==> config.mk <==
export PLATFORM = sky130hd
export DESIGN_NAME = if_stage
export DESIGN_NICKNAME = d
export VERILOG_FILES = /design/src/rtl/if_pkg.sv /design/src/rtl/if_skid_buf.sv /design/src/rtl/if_stage.sv
export SDC_FILE = /design/constraint.sdc
export NUM_CORES = 1
export LEC_CHECK = 0
export ABC_AREA = 1
export BUFFER_PORTS_ARGS = -buffer_cell sky130_fd_sc_hd__buf_2
export CAP_MARGIN = 20
export CORE_ASPECT_RATIO = 0.9
export CORE_MARGIN = 1.5
export CORE_UTILIZATION = 54
export DETAILED_ROUTE_END_ITERATION = 12
export MAX_ROUTING_LAYER = met4
export PLACE_DENSITY = 0.81
export SLEW_MARGIN = 0
export SYNTH_ARGS = -nofsm -noshare
export SYNTH_HDL_FRONTEND = slang
export SYNTH_SLANG_ARGS = --single-unit
export TNS_END_PERCENT = 30
==> constraint.sdc <==
create_clock -name clk -period 2.7 [get_ports clk]
set_clock_uncertainty 0.05 [all_clocks]
set_input_delay 0 -clock clk [delete_from_list [all_inputs] [get_ports clk]]
set_output_delay 0 -clock clk [all_outputs]
set_load 0.1 [all_outputs]
==> src/rtl/if_pkg.sv <==
// Shared types and constants for the instruction-fetch stage.
package if_pkg;

  localparam int INSTR_WIDTH = 32;
  localparam int OP_FIELD_HI = 31;
  localparam int OP_FIELD_LO = 26;
  localparam logic [31:0] PC_STEP = 32'd4;

  // Fetch sequencer states.
  typedef enum logic [1:0] {
    REQ  = 2'd0,
    WAIT = 2'd1,
    DROP = 2'd2
  } if_state_t;

  // One fetched instruction together with the address it came from.
  typedef struct packed {
    logic [INSTR_WIDTH-1:0] instr;
    logic [31:0]            pc;
  } fetch_entry_t;

  // Force an address onto a word boundary.
  function automatic logic [31:0] word_align(input logic [31:0] addr);
    return addr & ~32'h0000_0003;
  endfunction

endpackage

==> src/rtl/if_skid_buf.sv <==
// One-entry holding buffer for a fetched {instr, pc} that cannot enter IF/ID yet.
module if_skid_buf
  import if_pkg::*;
(
  input  logic         clk,
  input  logic         rst,
  input  logic         i_clear,
  input  logic         i_load,
  input  logic         i_unload,
  input  fetch_entry_t i_entry,
  output logic         o_full,
  output fetch_entry_t o_entry
);

  logic         r_full;
  fetch_entry_t r_entry;

  // Occupancy: clear dominates; a load in the same cycle as an unload refills the slot.
  always_ff @(posedge clk) begin
    if (rst || i_clear) begin
      r_full <= 1'b0;
    end else if (i_load) begin
      r_full <= 1'b1;
    end else if (i_unload) begin
      r_full <= 1'b0;
    end
  end

  // Payload capture; contents are only meaningful while full.
  always_ff @(posedge clk) begin
    if (rst) begin
      r_entry <= '0;
    end else if (i_load && !i_clear) begin
      r_entry <= i_entry;
    end
  end

  assign o_full  = r_full;
  assign o_entry = r_entry;

endmodule

==> src/rtl/if_stage.sv <==
// Instruction-fetch stage: PC, single-outstanding IMem fetch sequencer and IF/ID register.
module if_stage
  import if_pkg::*;
#(
  parameter logic [31:0] RESET_PC = 32'h0000_0000
) (
  input  logic                   clk,
  input  logic                   rst,
  output logic                   imem_req_valid,
  output logic [31:0]            imem_req_addr,
  input  logic                   imem_req_ready,
  input  logic                   imem_rsp_valid,
  input  logic [INSTR_WIDTH-1:0] imem_rsp_data,
  input  logic                   redirect_valid,
  input  logic [31:0]            redirect_pc,
  input  logic                   id_stall,
  output logic                   id_valid,
  output logic [INSTR_WIDTH-1:0] id_instr,
  output logic [5:0]             id_op_code,
  output logic [31:0]            id_pc,
  output logic [31:0]            id_pc_plus4
);

  if_state_t              r_state;
  if_state_t              w_state_next;
  logic [31:0]            r_pc;
  logic [31:0]            r_fetch_pc;
  logic                   r_id_valid;
  logic [INSTR_WIDTH-1:0] r_id_instr;
  logic [31:0]            r_id_pc;

  logic                   w_req_valid;
  logic                   w_req_fire;
  logic                   w_rsp_take;
  logic                   w_id_advance;
  logic                   w_fetch_outstanding;
  logic                   w_skid_full;
  logic                   w_skid_load;
  logic                   w_skid_unload;
  fetch_entry_t           w_skid_out;
  fetch_entry_t           w_rsp_entry;

  // A request is only offered when a returning word is guaranteed a place to land.
  assign w_req_valid  = !rst && (r_state == REQ) && !w_skid_full;
  assign w_req_fire   = w_req_valid && imem_req_ready;
  // Responses are only kept in WAIT, and never in a redirect cycle.
  assign w_rsp_take   = (r_state == WAIT) && imem_rsp_valid && !redirect_valid;
  assign w_id_advance = !r_id_valid || !id_stall;
  assign w_rsp_entry  = {imem_rsp_data, r_fetch_pc};

  // A fetch is still in flight after this cycle if one was just accepted, or one was
  // already pending and its response did not arrive now.
  assign w_fetch_outstanding = ((r_state == REQ) && w_req_fire) ||
                               (((r_state == WAIT) || (r_state == DROP)) && !imem_rsp_valid);

  // The buffer drains into IF/ID first; a new word goes to the buffer unless it can enter IF/ID directly.
  assign w_skid_unload = w_id_advance && w_skid_full && !redirect_valid;
  assign w_skid_load   = w_rsp_take && !(w_id_advance && !w_skid_full);

  if_skid_buf u_skid (
    .clk      (clk),
    .rst      (rst),
    .i_clear  (redirect_valid),
    .i_load   (w_skid_load),
    .i_unload (w_skid_unload),
    .i_entry  (w_rsp_entry),
    .o_full   (w_skid_full),
    .o_entry  (w_skid_out)
  );

  // Next-state selection; a redirect overrides normal sequencing.
  always_comb begin
    w_state_next = r_state;
    if (redirect_valid) begin
      w_state_next = w_fetch_outstanding ? DROP : REQ;
    end else begin
      case (r_state)
        REQ: begin
          if (w_req_fire) begin
            w_state_next = WAIT;
          end
        end
        WAIT, DROP: begin
          if (imem_rsp_valid) begin
            w_state_next = REQ;
          end
        end
        default: w_state_next = REQ;
      endcase
    end
  end

  // Sequencer state register.
  always_ff @(posedge clk) begin
    if (rst) begin
      r_state <= REQ;
    end else begin
      r_state <= w_state_next;
    end
  end

  // Program counter: redirect target wins, otherwise step on every accepted request.
  always_ff @(posedge clk) begin
    if (rst) begin
      r_pc <= RESET_PC;
    end else if (redirect_valid) begin
      r_pc <= word_align(redirect_pc);
    end else if (w_req_fire) begin
      r_pc <= r_pc + PC_STEP;
    end
  end

  // Remember which address the outstanding fetch belongs to.
  always_ff @(posedge clk) begin
    if (rst) begin
      r_fetch_pc <= '0;
    end else if (w_req_fire) begin
      r_fetch_pc <= r_pc;
    end
  end

  // IF/ID register: flush on redirect, hold on stall, otherwise load buffer, new word, or bubble.
  always_ff @(posedge clk) begin
    if (rst) begin
      r_id_valid <= 1'b0;
      r_id_instr <= '0;
      r_id_pc    <= '0;
    end else if (redirect_valid) begin
      r_id_valid <= 1'b0;
    end else if (w_id_advance) begin
      if (w_skid_full) begin
        r_id_valid <= 1'b1;
        r_id_instr <= w_skid_out.instr;
        r_id_pc    <= w_skid_out.pc;
      end else if (w_rsp_take) begin
        r_id_valid <= 1'b1;
        r_id_instr <= imem_rsp_data;
        r_id_pc    <= r_fetch_pc;
      end else begin
        r_id_valid <= 1'b0;
      end
    end
  end

  assign imem_req_valid = w_req_valid;
  assign imem_req_addr  = r_pc;
  assign id_valid       = r_id_valid;
  assign id_instr       = r_id_instr;
  assign id_op_code     = r_id_instr[OP_FIELD_HI:OP_FIELD_LO];
  assign id_pc          = r_id_pc;
  assign id_pc_plus4    = r_id_pc + PC_STEP;

endmodule

# == After elaboration in Yosys (flattened, before gate mapping) ==
# Index checks and enable logic that the tools add are counted.
# op_classes
add_sub_neg,2
mul,0
div,0
magnitude_cmp,0
eq_ne,4
shifts,0
n_mux,15
n_bitwise,1
reduce_logical,31
# op_table
cell,count
32-bit two-way mux,6
32-bit by 3-bit adder with 32-bit output (second input constant),2
1-bit logical AND,12
2-bit two-way mux,4
1-bit zero test,7
3-bit != test (second input constant),2
2-bit nonzero test,3
1-bit logical OR,4
1-bit two-way mux,4
2-bit case mux with 2 select lines,1
2-bit OR reduction,2
3-bit AND reduction,1
2-bit by 1-bit equality test with 1-bit output (second input constant),1
2-bit equality test (second input constant),1
2-bit zero test,1
2-bit AND reduction,1
1-bit NOT,1
# totals
regBits,196
latchBits,0
mem_bits_rw,0
romBits,0
in_bits,70
output_inout_bits,136
mem_count,0

# == Longest topological paths before layout ==
# depth
depth_word,8
depth_mapped,10

# == Cells and area by module ==
# A second synthesis with hierarchy kept.
# unflattened
cells_unflattened,1433
area_unflattened_um2,9603.0
# modules_own_cells
module,instances,cells_per_inst,area_per_inst_um2,seq_area_each_um2
if_stage,1,1013,6774.0,2542.4
if_skid_buf,1,420,2829.0,1301.2

# == Worst setup path after synthesis ==
# OpenSTA, ideal clock, no wires.
# synth_path
path_type,register to output
start,register r_id_pc[3] (netlist: id_pc[3])
end,output id_pc_plus4[22]
t_arrival_ns,3.694
slack_ns,-1.044
path_stages_with_launch,10
path_cell_list,dfxtp_1 -> ha_1 -> nand2_1 -> inv_1 -> nand3_1 -> nor2_1 -> nand2_1 -> nor2_1 -> nand2_1 -> xnor2_1
# synth_between
elab_chain_len,1
# synth_lines
item,line_no,text
start: declaration,if_stage.sv:30,logic [31:0] r_id_pc;
start signal: assignment,if_stage.sv:134,r_id_pc <= w_skid_out.pc;
start signal: assignment,if_stage.sv:138,r_id_pc <= r_fetch_pc;
32-bit by 3-bit adder with 32-bit output,if_stage.sv:151,assign id_pc_plus4 = r_id_pc + PC_STEP;
end: declaration,if_stage.sv:21,output logic [31:0] id_pc_plus4
# No other way between the ends.

# == Worst setup path after layout ==
# Ends and elaborated chain as after synthesis.

==> summary.md <==
| Metric | Value |
|---|---|
| DP Worst Slack | 378 ps |
| Switching Fraction | 28.4% |
| Reg-to-Reg End | imem_req_addr[7]$_SDFFE_PP0P_ |
| Sequential power share | 45.3% |
| Maximum clock frequency | 397 MHz |
| Post-synth top flop | dfxtp_1 |
| Critical path fanouts, max | 5 |
| Slew headroom | 47.1% |
| CTS tree | yes |
| Arrival @ worst endpoint | 2470 ps |
| Pwr dens | 568 nW/um2 |
| Residual DRC count | 0 |
| PnR worst setup slack | 183 ps |
| Worst-Margin Slew | 793 ps |
| Hold-critical path endpoint | imem_req_addr[15]$_SDFFE_PP0P_ |
| Vias per cell | 5.35 |
| Initial Util | 55.3% |
| GPL Wtd Cong | 0.946 |
| Adder-Cell Fraction of Synth Area | 0.561% |
| Die Footprint | 17300 um2 |
| Cts bufs inserted | 17 |
| Synth area leader | dfxtp_1 |
| HPWL Detailed | 16000 um |
| Final setup violating endpoints | 0 |
| Post-Synth Simple-Gate Area | 25.0% |
| Layout cells sized above 1 | 17.8% |
| Fin. max-slew vios | 0 |
| TritonRoute pass-1 iters | 7 |
| R2r startpoint | r_state[1]$_SDFFE_PP0P_ |
| Vias in the first global route | 8294 |
| Mux share of post-synthesis cell area | 0% |
| Worst vdd ir | 0.604 mV |
| Area of the multi-input gates | 4540 um2 |
| Final net count | 1571 |
| Final hold vios | 0 |
| Synth top area share | 42.2% |
| N_diodes | 0 |
| DR vias | 9180 |
| First-pass GRT wire length | 40900 um |
| Reg2Reg Depth | 7 |
| Total power | 6.47 mW |
| Combinational share of power | 14.3% |
| Hold WS | 34.8 ps |
| Largest net degree at the start of global routing | 162 |
| Syn Area/Cell | 6.92 um2 |
| Final std cells w/o fill | 1717 |
| Clock transition at path regs | 70 ps |
| Maximum buffer depth of the clock tree | 2 |
| Commonest cells post-synth | 262 x nand2_1, 188 x dfxtp_1, 185 x nor2_1, 185 x o21ai_0, 105 x inv_1 |
| Post-synth ARST share | 0% |
| R2r setup slk | 190 ps |
| Synth-to-Final Area Change | 27.5% |
| Worst Min Path Start | rst |
| Yosys cell types | 31 |
| Period utilization | 93.2% |
| Critical path startpoint | id_pc[3]$_SDFFE_PP0P_ |
| Hold path cells | 2 |
| Avg WL per Cell | 14.5 um |
| Post-synth EDFFs | 0 |
| RSZ-0062 raised after global routing | true |
| Post-synthesis sequential area ratio | 42.2% |
| Row count | 44 |
| Mapped Cells | 1289 |
| Clock share of power | 40.4% |
| DR iter-0 viols | 826 |
| Final WL | 25000 um |
| Main combinational cell family by area after synthesis | simple AND/OR/NAND/NOR gates |
| CP endpoint kind | output pin |
| Reg area | 3770 um2 |
| Clk_lat worst skew | 420 ps |
| H-Tree Depth | 4 |
| Netlist Area Pre-Place | 8920 um2 |
| Hold Crit Class | in -> reg |
| CP Class | reg -> out |
| YS warnings | 0 |
| Port bufs | 197 |
| Synth Area in XOR/XNOR | 3.24% |
| DP Area | 10100 um2 |
| ANT nets after route | 0 |
| Status | complete, no violations |
| Compound-gate portion of the synthesized area | 19.6% |
| Design area | 11400 um2 |
| GRT Util Overall | 29.4% |
| Die outline width | 138 um |
| Core area | 16100 um2 |
| Synthesized flop and latch total | 188 |
| IO Pins | 206 |
| Initial antenna violation count | 0 |
| Fin crit period | 2520 ps |
| Die Y | 125 um |
| Max cap viols | 0 |
| CTS root buf | clkbuf_16 |
| Sw Pwr | 1.83 mW |
| CP startpoint kind | flop |
| Cell internal pwr | 4.63 mW |
| Top-count cell post-synth | nand2_1 |
| Overflow after GRT | 0 |
| Data required, critical path | 2650 ps |
| Inst Count DP | 1620 |
| Num Clock Sinks | 188 |
| Synth area leaders | dfxtp_1 42%, nand2_1 11%, o21ai_0 10% |
| LEAKAGE | 5.24 nW |
| Fillers | 1294 |
[worst max-delay path, stage by stage, from the launching register on]
cell,delay (ps)
dfxtp_2,370
ha_1,200
nand2_1,80
inv_1,70
nand3_1,170
nor2_2,220
nand2_1,140
nor2_2,230
nand2_1,180
xnor2_4,190
buf_12,190
[state kept, by name (all words and copies together), names as in the netlist]
signal	count
id_valid	1
id_pc	30
u_skid.o_entry	62
r_state	2
imem_req_addr	30
u_skid.o_full	1
id_instr	32
r_fetch_pc	30
[metal layers]
layer | part of all wire (%) | routed length (um) | GRT usage, %
met4 | 1.9 | 473 | 8.85
met2 | 45 | 11300 | 44.2
met5 | 0 | 0 | -
met3 | 7.1 | 1760 | 5.06
met1 | 46 | 11500 | 40.6
[area by class of cell]
| type | count | area share (%) |
|---|---|---|
| tap | 207 | 2.28 |
| clock buffer | 25 | 4.62 |
| sequential | 188 | 33.1 |
| clock inverter | 7 | 0.880 |
| timing repair buffer | 271 | 15.5 |
| inverter | 110 | 3.64 |
| multi-input combinational | 909 | 39.9 |
[kinds of logic after synthesis]
logic type / Yosys count
xor gates and xnor gates: 33
buffers and inverters: 197
DFF: 188
and+or+nand+nor: 550
other: 1
AOI/OAI and AO/OA: 316
adders and majority gates: 4
[through the flow]
step / utilization [%] / TNS [ps]
global placement: 62.5 / 0
CTS: 70.5 / 0
finish: 70.5 / 0
global route: 70.5 / -10.5
detailed placement: 62.5 / 0
floorplan: - / -3870
[worst max path at each step]
stage / end / cells after the start
2_1_floorplan: id_pc_plus4[29] / 7
3_3_place_gp: id_pc_plus4[17] / 7
3_5_place_dp: id_pc_plus4[22] / 10
4_1_cts: id_pc_plus4[20] / 9
5_1_grt: id_pc_plus4[22] / 10
6_report: id_pc_plus4[22] / 10
[power groups by stage]
stage / Sequential, mW / Combinational, mW / Clock (mW)
2_1_floorplan: 3.27 / 0.380 / 0
3_3_place_gp: 2.99 / 0.828 / 0
3_5_place_dp: 2.99 / 0.838 / 0
4_1_cts: 2.93 / 0.915 / 2.63
5_1_grt: 2.94 / 0.988 / 2.75
6_report: 2.93 / 0.927 / 2.61
[layout by cell type, fill, tap and decap left out, drive strengths merged, types with 2 or more instances in the layout]
cell         instances
dlygate4sd3         65
clkbuf              27
dfxtp              188
buf                204
nand2              262
conb                 6
xor2                19
bufinv               2
nand3               74
clkinv               4
nand3b               3
o211a               32
xnor2               14
nor3                12
a21oi               91
ha                   4
a31oi                4
o21ai              186
inv                111
nand4               10
nor2               186
[timing repair]
action                     CTS  global route
resized for setup            2             4
hold endpoints to repair    97             0
setup endpoints to repair    3             5
pin swaps                    0             0
gates cloned                 0             0
buffers inserted             0             0
hold buffers                65             0
Note: power is estimated with default switching activity, not from simulation.
